[src/rtl/bar_stack_pkg.sv]
// Shared defaults and operation encoding for the branch-address stack.
package bar_stack_pkg;

   localparam int unsigned BAR_W     = 8;
   localparam int unsigned BAR_DEPTH = 8;

   typedef enum logic [2:0] {
      BOP_NONE,
      BOP_CLR,
      BOP_REPL,
      BOP_PUSH,
      BOP_POP,
      BOP_LOAD
   } bar_op_t;

endpackage

[src/rtl/bar_op_decode.sv]
// Priority encoder that picks the single stack operation executed this cycle.
module bar_op_decode
   import bar_stack_pkg::*;
(
   input  logic    clr,
   input  logic    push,
   input  logic    pop,
   input  logic    we,
   output bar_op_t op
);

   always_comb begin
      op = BOP_NONE;
      if (clr) begin
         op = BOP_CLR;
      end else if (push && pop) begin
         op = BOP_REPL;
      end else if (push) begin
         op = BOP_PUSH;
      end else if (pop) begin
         op = BOP_POP;
      end else if (we) begin
         op = BOP_LOAD;
      end
   end

endmodule

[src/rtl/bar_stack.sv]
// LIFO of branch/return addresses; top of stack drives the branch target.
module bar_stack
   import bar_stack_pkg::*;
#(
   parameter int unsigned W     = BAR_W,
   parameter int unsigned DEPTH = BAR_DEPTH,
   parameter int unsigned CW    = $clog2(DEPTH + 1)
) (
   input  logic          clk,
   input  logic          reset,
   input  logic          clr,
   input  logic [W-1:0]  di,
   input  logic          push,
   input  logic          pop,
   input  logic          we,
   output logic [W-1:0]  dOut,
   output logic [CW-1:0] count,
   output logic          empty,
   output logic          full,
   output logic          ovf,
   output logic          unf
);

   localparam int unsigned AW = $clog2(DEPTH);
   localparam logic [CW-1:0] CountFull = CW'(DEPTH);
   localparam logic [CW-1:0] CountOne  = CW'(1);

   logic [W-1:0]  mem_q [DEPTH];
   logic [CW-1:0] count_q, count_d;
   logic          ovf_q, ovf_d;
   logic          unf_q, unf_d;
   logic          wr_en;
   logic [AW-1:0] wr_idx;
   logic [AW-1:0] top_idx;
   logic          is_empty;
   logic          is_full;
   bar_op_t       op;

   bar_op_decode u_op_decode (
      .clr  (clr),
      .push (push),
      .pop  (pop),
      .we   (we),
      .op   (op)
   );

   assign is_empty = (count_q == '0);
   assign is_full  = (count_q == CountFull);
   // Subtract in CW bits, narrow afterwards; only used when the stack is non-empty.
   assign top_idx  = AW'(count_q - CountOne);

   always_comb begin
      count_d = count_q;
      ovf_d   = ovf_q;
      unf_d   = unf_q;
      wr_en   = 1'b0;
      wr_idx  = top_idx;
      unique case (op)
         BOP_CLR: begin
            count_d = '0;
            ovf_d   = 1'b0;
            unf_d   = 1'b0;
         end
         BOP_REPL: begin
            wr_en = 1'b1;
            if (is_empty) begin
               wr_idx  = '0;
               count_d = CountOne;
               unf_d   = 1'b1;
            end
         end
         BOP_PUSH: begin
            if (is_full) begin
               ovf_d = 1'b1;
            end else begin
               wr_en   = 1'b1;
               wr_idx  = AW'(count_q);
               count_d = count_q + CountOne;
            end
         end
         BOP_POP: begin
            if (is_empty) begin
               unf_d = 1'b1;
            end else begin
               count_d = count_q - CountOne;
            end
         end
         BOP_LOAD: begin
            // Legacy load always lands, even into an empty stack.
            wr_en = 1'b1;
            if (is_empty) begin
               wr_idx  = '0;
               count_d = CountOne;
            end
         end
         default: ;
      endcase
   end

   always_ff @(posedge clk or posedge reset) begin
      if (reset) begin
         count_q <= '0;
         ovf_q   <= 1'b0;
         unf_q   <= 1'b0;
         for (int i = 0; i < int'(DEPTH); i++) begin
            mem_q[i] <= '0;
         end
      end else begin
         count_q <= count_d;
         ovf_q   <= ovf_d;
         unf_q   <= unf_d;
         if (wr_en) begin
            mem_q[wr_idx] <= di;
         end
      end
   end

   assign dOut  = is_empty ? '0 : mem_q[top_idx];
   assign count = count_q;
   assign empty = is_empty;
   assign full  = is_full;
   assign ovf   = ovf_q;
   assign unf   = unf_q;

endmodule
[config.mk]
export PLATFORM = sky130hd
export DESIGN_NAME = bar_stack
export DESIGN_NICKNAME = d
export VERILOG_FILES = /design/src/rtl/bar_stack_pkg.sv /design/src/rtl/bar_op_decode.sv /design/src/rtl/bar_stack.sv
export SDC_FILE = /design/constraint.sdc
export NUM_CORES = 1
export LEC_CHECK = 0
export CORE_UTILIZATION = 50
export DETAILED_ROUTE_END_ITERATION = 7
export GPL_ROUTABILITY_DRIVEN = 1
export GPL_TIMING_DRIVEN = 1
export PLACE_DENSITY_LB_ADDON = 0.12
export SETUP_SLACK_MARGIN = 0.1
export SYNTH_ARGS = -nofsm -noshare
export SYNTH_HDL_FRONTEND = slang
export SYNTH_HIERARCHICAL = 1
export SYNTH_SLANG_ARGS = --single-unit
export TNS_END_PERCENT = 30
[constraint.sdc]
create_clock -name clk -period 5.8 [get_ports clk]
set_input_delay 1.16 -clock clk [delete_from_list [all_inputs] [get_ports clk]]
set_output_delay 1.16 -clock clk [all_outputs]
set_load 0.02 [all_outputs]
==> results list, run 1 <==
* Sink Count: 70
- Time the worst path needs with I/O delays and setup: 4230 ps
- Static leakage: between 0.0015 and 0.002 uW
- Die width: 87.7 um
- Of all cell types, the one taking the most synthesized area is dfrtp_1.
- After routing, the total negative slack on setup checks comes to 0 ps.
- For this block, the initial DRC count from the detailed router was between 150 and 200.
* Initial DRT Pass Iterations: 4
- Leaving out fill and tap cells, the most frequent cell in the layout is dfrtp_1.
- For the worst setup path, the data required time is 4640 ps.
- CTS Hold Bufs: 0
- The clock passes through at most 2 buffers.
- When the netlist entered floorplanning its net count stood at 307.
- TritonCTS built the clock tree.
- Number of synthesized flops with an enable pin: 0
- Post-DRT Antenna Nets: 0
- Area growth from synthesis to layout: 14.9%
* Slew at the pin with the worst max-slew slack: 1050 ps
* Min-Delay Path Class: flip-flop to flip-flop
* Post-synthesis cell type count: 51
* Clock latency at the later pin of the worst-skew pair: 340 ps
* Share of async-settable or async-resettable flops after synthesis: 100%
* Max-Slew Margin vs Limit: 30.0%
- In the final routed layout, each cell accounts on average for 18.6 um.
- In the synthesized netlist the dominant register cell turns out to be dfrtp_1.
- For the worst setup path, the data arrival time is 3070 ps.
- The core region is between 6000 and 7000 um^2.
- Warning count from the yosys run: 6
- Initial core utilization: 52.8%
- Setup violations remaining at the end of the flow were counted as 0.
* Final estimated routing congestion in global placement: 0.842
* Cells after synthesis: 291
- Summed over its instances, the top area cell type makes up 47.7% of the synthesized netlist area.
* Global-route wire length before repair: 12600 um
* Final Slew Violations: 0
- The synthesized netlist occupies a cell area of about 3700 um^2.
- The initial antenna violation count was 0.
* Area of the die: 7680 um^2
- Via total after detailed routing: 2418
- Clock root buffer: clkbuf_8
- Global routing consumed, over all layers together, about 22% of the routing resources.
- Clock transition at the register clock pins on the worst setup and hold paths after CTS: approximately 80 ps
- Half-perimeter wire length after detailed placement: about 5000 um
- The final layout contains 333 nets.
* Pin count of the biggest net entering global routing: 38
* Total power divided by cell area: between 400 and 500 nW/um^2
- The hold violation count in the final report was 0.
* Cell types occupying the most area after synthesis: dfrtp_1, mux2_2, mux4_2
- Synthesis inferred 70 register bits.
- Share of post-route cells with drive strength above 1: 35.4%
* Share of synthesized area occupied by flip-flops and latches: 47.7%
* Vias per cell: 5.78
* Post-Route WL: 7770 um
* Rows: 30
- Input and output buffers added on the ports amount to 29.
- The number of global-route vias before repair is about 2400.
* Number of violations of the max-capacitance limit: 0
- For the final database, setup skew stands at 8.27 ps.
- Most frequent cells in the layout: dfrtp_1, mux2_2, clkdlybuf4s50_1, nand2_1, a21oi_1
- During I/O placement, the number of pins put on the boundary was 30.
- In this run the worst path has a maximum fanout of 8.
- The flow ran to the end, and the final reports show no timing, DRC or antenna violations.
* CP endpoint kind: output pin
* Peak VDD IR: 0.000273 V
- Fill cells in the final layout number 554.
* Number of H-tree levels: 3
* Post-CTS resize count: 0
- The critical path is of the flip-flop to output pin type.
- STA classifies the critical path startpoint as a flip-flop.
- Post-detailed-route DRC marker count: 0
* Num CTS Buffers: 9
- Setup repair after global routing left no endpoint under its margin.
- Overall power after layout: 1950 uW
- The die is 87.7 um tall.
- Averaged over all synthesized cells, the footprint is 12.6 um^2.
* Total congestion overflow after global routing: 0
* N_diodes: 0
- Share of the cycle needed by the critical path after routing: 72.9%
- Fmax achieved: 237 MHz
* Postcts setup bufs: 0
-- sequential cells by signal, indices dropped and copies added (netlist names) --
name,count
mem_q,64
count,4
ovf,1
unf,1
-- kinds of logic (layout without fill, tap and decap cells) --
| logic type | count (synthesis) | in the layout | share of synthesized area, % |
|---|---|---|---|
| muxes | 83 | 83 | 30.3 |
| DFF | 70 | 70 | 47.7 |
| and+or+nand+nor | 66 | 66 | 9.72 |
| AOI/OAI and AO/OA | 43 | 43 | 7.95 |
| buffers and inverters | 24 | 55 | 2.90 |
| xor gates and xnor gates | 3 | 3 | 0.716 |
| adders and majority gates | 2 | 2 | 0.682 |
-- final timing paths --
| check | startpoint | end | slack (ps) | depth (start not counted) |
|---|---|---|---|---|
| max | count[0] | dOut[2] | 1570 | 7 |
| max reg2reg | count[1] | mem_q[63] | 2570 | 7 |
| min reg2reg | ovf | ovf | 490 | 1 |
| min in group asynchronous | reset | count[1] | 1260 | 2 |
| max in group asynchronous | reset | mem_q[8] | 3610 | 3 |
| min | ovf | ovf | 490 | 1 |
-- critical path, stage by stage, from the launching register on --
cell	delay [ps]
dfrtp_1	350
clkinv_1	190
ha_1	340
and2b_1	270
nor2_1	630
nand2_1	130
a21oi_1	190
clkdlybuf4s50_1	640
-- per-stage QoR --
step / setup slack, ps / hold slack [ps] / util (%) / instances / instance area [um^2]
detailed placement: 1670 / 482 / 58.0 / 402 / 4030
global placement: 1810 / 483 / 58.0 / 402 / 4030
floorplan: 2190 / 474 / - / 291 / 3670
CTS: 1570 / 495 / 60.7 / 418 / 4210
global route: 1420 / 515 / 60.7 / 418 / 4210
finish: 1570 / 493 / 60.7 / 418 / 4210
-- final cells by class --
cell class | count | area [um^2] | share of cell area (%)
Multi-Input combinational cell | 197 | 1820 | 43.1
Sequential cell | 70 | 1750 | 41.6
Timing Repair Buffer | 33 | 320 | 7.60
Clock buffer | 10 | 138 | 3.27
Tap cell | 96 | 120 | 2.85
Clock inverter | 6 | 46.3 | 1.10
Inverter | 6 | 22.5 | 0.534
-- report_power, final --
group | internal [uW] | total, uW | switching (uW)
Clock | 169 | 360 | 191
Sequential | 687 | 783 | 95.8
Combinational | 442 | 812 | 370
-- routing by layer --
layer  vias to the layer above  wire [um]  GRT usage, %
met2                        52       3730          35.3
li1                       1119          -             -
met3                         2        266          4.62
met4                         0         11          5.66
met5                         -          0             0
met1                      1245       3760          32.1
-- synth_stat cells, drive strengths merged (2+ instances only) --
master / count
a211oi: 3
a21oi: 19
a22oi: 2
and2b: 3
buf: 11
clkbuf: 7
dfrtp: 70
ha: 2
inv: 5
mux2: 64
mux2i: 3
mux4: 16
nand2: 26
nand2b: 3
nand3b: 5
nor2: 16
nor2b: 3
nor3: 2
nor3b: 3
o21ai: 3
o221ai: 2
o22a: 2
o22ai: 3
xnor2: 2
Note: power is estimated with default switching activity, not from simulation.
==> run 2: changes to the inputs <==
- clock period: 5.8 -> 3.89 ns (I/O delays scaled with it)
==> results list, run 2 (same netlist as run 1, synthesis figures left out) <==
* Area inside the core boundary: 6940 um^2
- Largest stage delay on the critical path: 630 ps
* Clock transition at the register clock pins on the worst setup and hold paths after CTS: 70 ps
* Number of H-tree levels: 3
- The smallest clock period supported by the final layout is computed as 3610 ps.
- STA classifies the critical path startpoint as a flip-flop.
- The hold violation count in the final report was 0.
* Rows: 30
- Area growth from synthesis to layout: 17.8%
* Final estimated routing congestion in global placement: 0.808
- Via total after detailed routing: 2436
- After global routing the overflow that remains totals 0.
* Pin count of the biggest net entering global routing: 36
* Post-layout net count: 338
- The die is 87.7 um tall.
- Setup repair after global routing missed its margin: false
- For the pin with the worst max-slew slack, the measured transition is between 700 and 800 ps.
* Largest fanout of any net on the critical path: 8
- Number of violations of the max-capacitance limit: 0
- In the layout the commonest cells are dfrtp_1, mux2_2, clkdlybuf4s50_1, nand2_1, a21oi_1.
- The worst setup path is of the flip-flop to output pin kind.
- Finish-stage setup viols: 0
* Total negative setup slack: 0 ps
- For the worst setup path, the data required time is between 3000 and 4000 ps.
- The worst path uses 92.9% of the clock period.
- Cell Chain, Critical Path: clkinv_1, ha_2, and2b_1, nor2_2, buf_4, nand2_1, a21oi_1, clkdlybuf4s50_1
- The longest clock path from root to sink contains 2 buffers.
* Share of post-route cells with drive strength above 1: 37.0%
* Vias per cell: about 5.8
- The die covers 7680 um^2.
- Die width: 87.7 um
* Static leakage: 0.00180 uW
- Layout Cell Area excl Fill: 4320 um^2
- Clock root buffer: clkbuf_8
- The detailed router finished its first iteration with 226 violations.
- The register with the most flip-flops in the layout has 64 of them.
* Min-Delay Path Class: flip-flop to flip-flop
- Post-DRT Antenna Nets: 0
* Total cell area at the placement stage: around 4100 um^2
* Post-Route WL: 7980 um
- Max-Slew Margin vs Limit: 51.0%
- For the worst setup path, the data arrival time is 2830 ps.
* Global-route wire length before repair: 12900 um
- The worst-case IR drop observed on VDD is ~0.00045 V.
- For the worst-skew pair, the clock arrives at the later sink with an insertion delay of about 350 ps.
* Total power divided by cell area: 726 nW/um^2
* Half-perimeter wire length after detailed placement: around 5200 um
- Leaving out fill and tap cells, the most frequent cell in the layout is dfrtp_1.
* Sink Count: 70
* N_diodes: 0
- Final Slew Violations: 0
* Via count of the first global-routing pass: between 2000 and 2500
- Initial DRT Pass Iterations: 4
* Result of the run: finished, final reports clean
- Max Clock Skew: 6.12 ps
- Slowest cell on the critical path: clkdlybuf4s50_1
- Num CTS Buffers: 9
- Global-route usage over all layers: 23.4%
- The initial utilization of the core area, before any placement, comes to 52.8%.
- Fmax achieved: 277 MHz
- TritonCTS built the clock tree.
* Drt wl/cell: 18.9 um
- Postcts setup bufs: 0
- CTS Hold Bufs: 0
- More flip-flops sit in one register than any other, and that register is mem_q.
* Count of input and output buffers: 29
- CP endpoint kind: output pin
- Post-detailed-route DRC marker count: 0
- Number of antenna violations at the first check in global routing: 0
- Io pins: 30
==> run 2: final cells by class <==
cell class                      count  area (um^2)
Tap cell                           96          120
Timing Repair Buffer               38          358
Clock buffer                        9          124
Multi-Input combinational cell    197         1820
Sequential cell                    70         1750
Clock inverter                      7          121
Fill cell                         533         2620
Inverter                            6         22.5
==> run 2: final timing paths <==
check                                 end  cells past startpoint  startpoint  slack (ps)
worst max-delay path              dOut[4]                      8    count[0]         280
worst min-delay path            mem_q[60]                      1   mem_q[60]         500
worst max register to register  mem_q[20]                      7    count[1]        1160
worst min register to register  mem_q[60]                      1   mem_q[60]         500
max in group asynchronous       mem_q[32]                      3       reset        2290
min in group asynchronous       mem_q[47]                      2       reset         870
==> run 2: repair_timing <==
action | CTS | global route
endpoints found under the hold margin | 0 | 0
setup endpoints to repair | 0 | 7
resized for setup | 0 | 3
==> run 2: power by group <==
group / total (uW) / switching, uW / internal, uW
sequential: 1180 / 151 / 1020
combinational: 1250 / 567 / 680
clock: 714 / 285 / 429
==> run 2: routing by layer <==
layer  up-vias  GRT usage, %  routed length (um)
li1       1130             -                   -
met1      1241          33.2                3650
met2        58          35.3                3850
met3         7          6.79                 394
met4         0          6.56                  79
met5         -             0                   0
==> run 2: stage by stage <==
stage	util, %	hold WS, ps	worst slack [ps]	cells	total power, uW
floorplan	-	474	657	291	2060
global placement	58.6	480	379	407	2390
detailed placement	58.6	488	403	407	2420
CTS	62.1	505	161	423	3150
global route	62.2	520	147	423	3310
finish	62.2	504	277	423	3140
==> run 2: worst max-delay path, delay by kind of cell, from the launching register on <==
family          cells  cell delay [ps]
simple gates        3              580
compound gates      1              180
buf+inv             3             1060
flops               1              350
fa+ha+maj           1              320
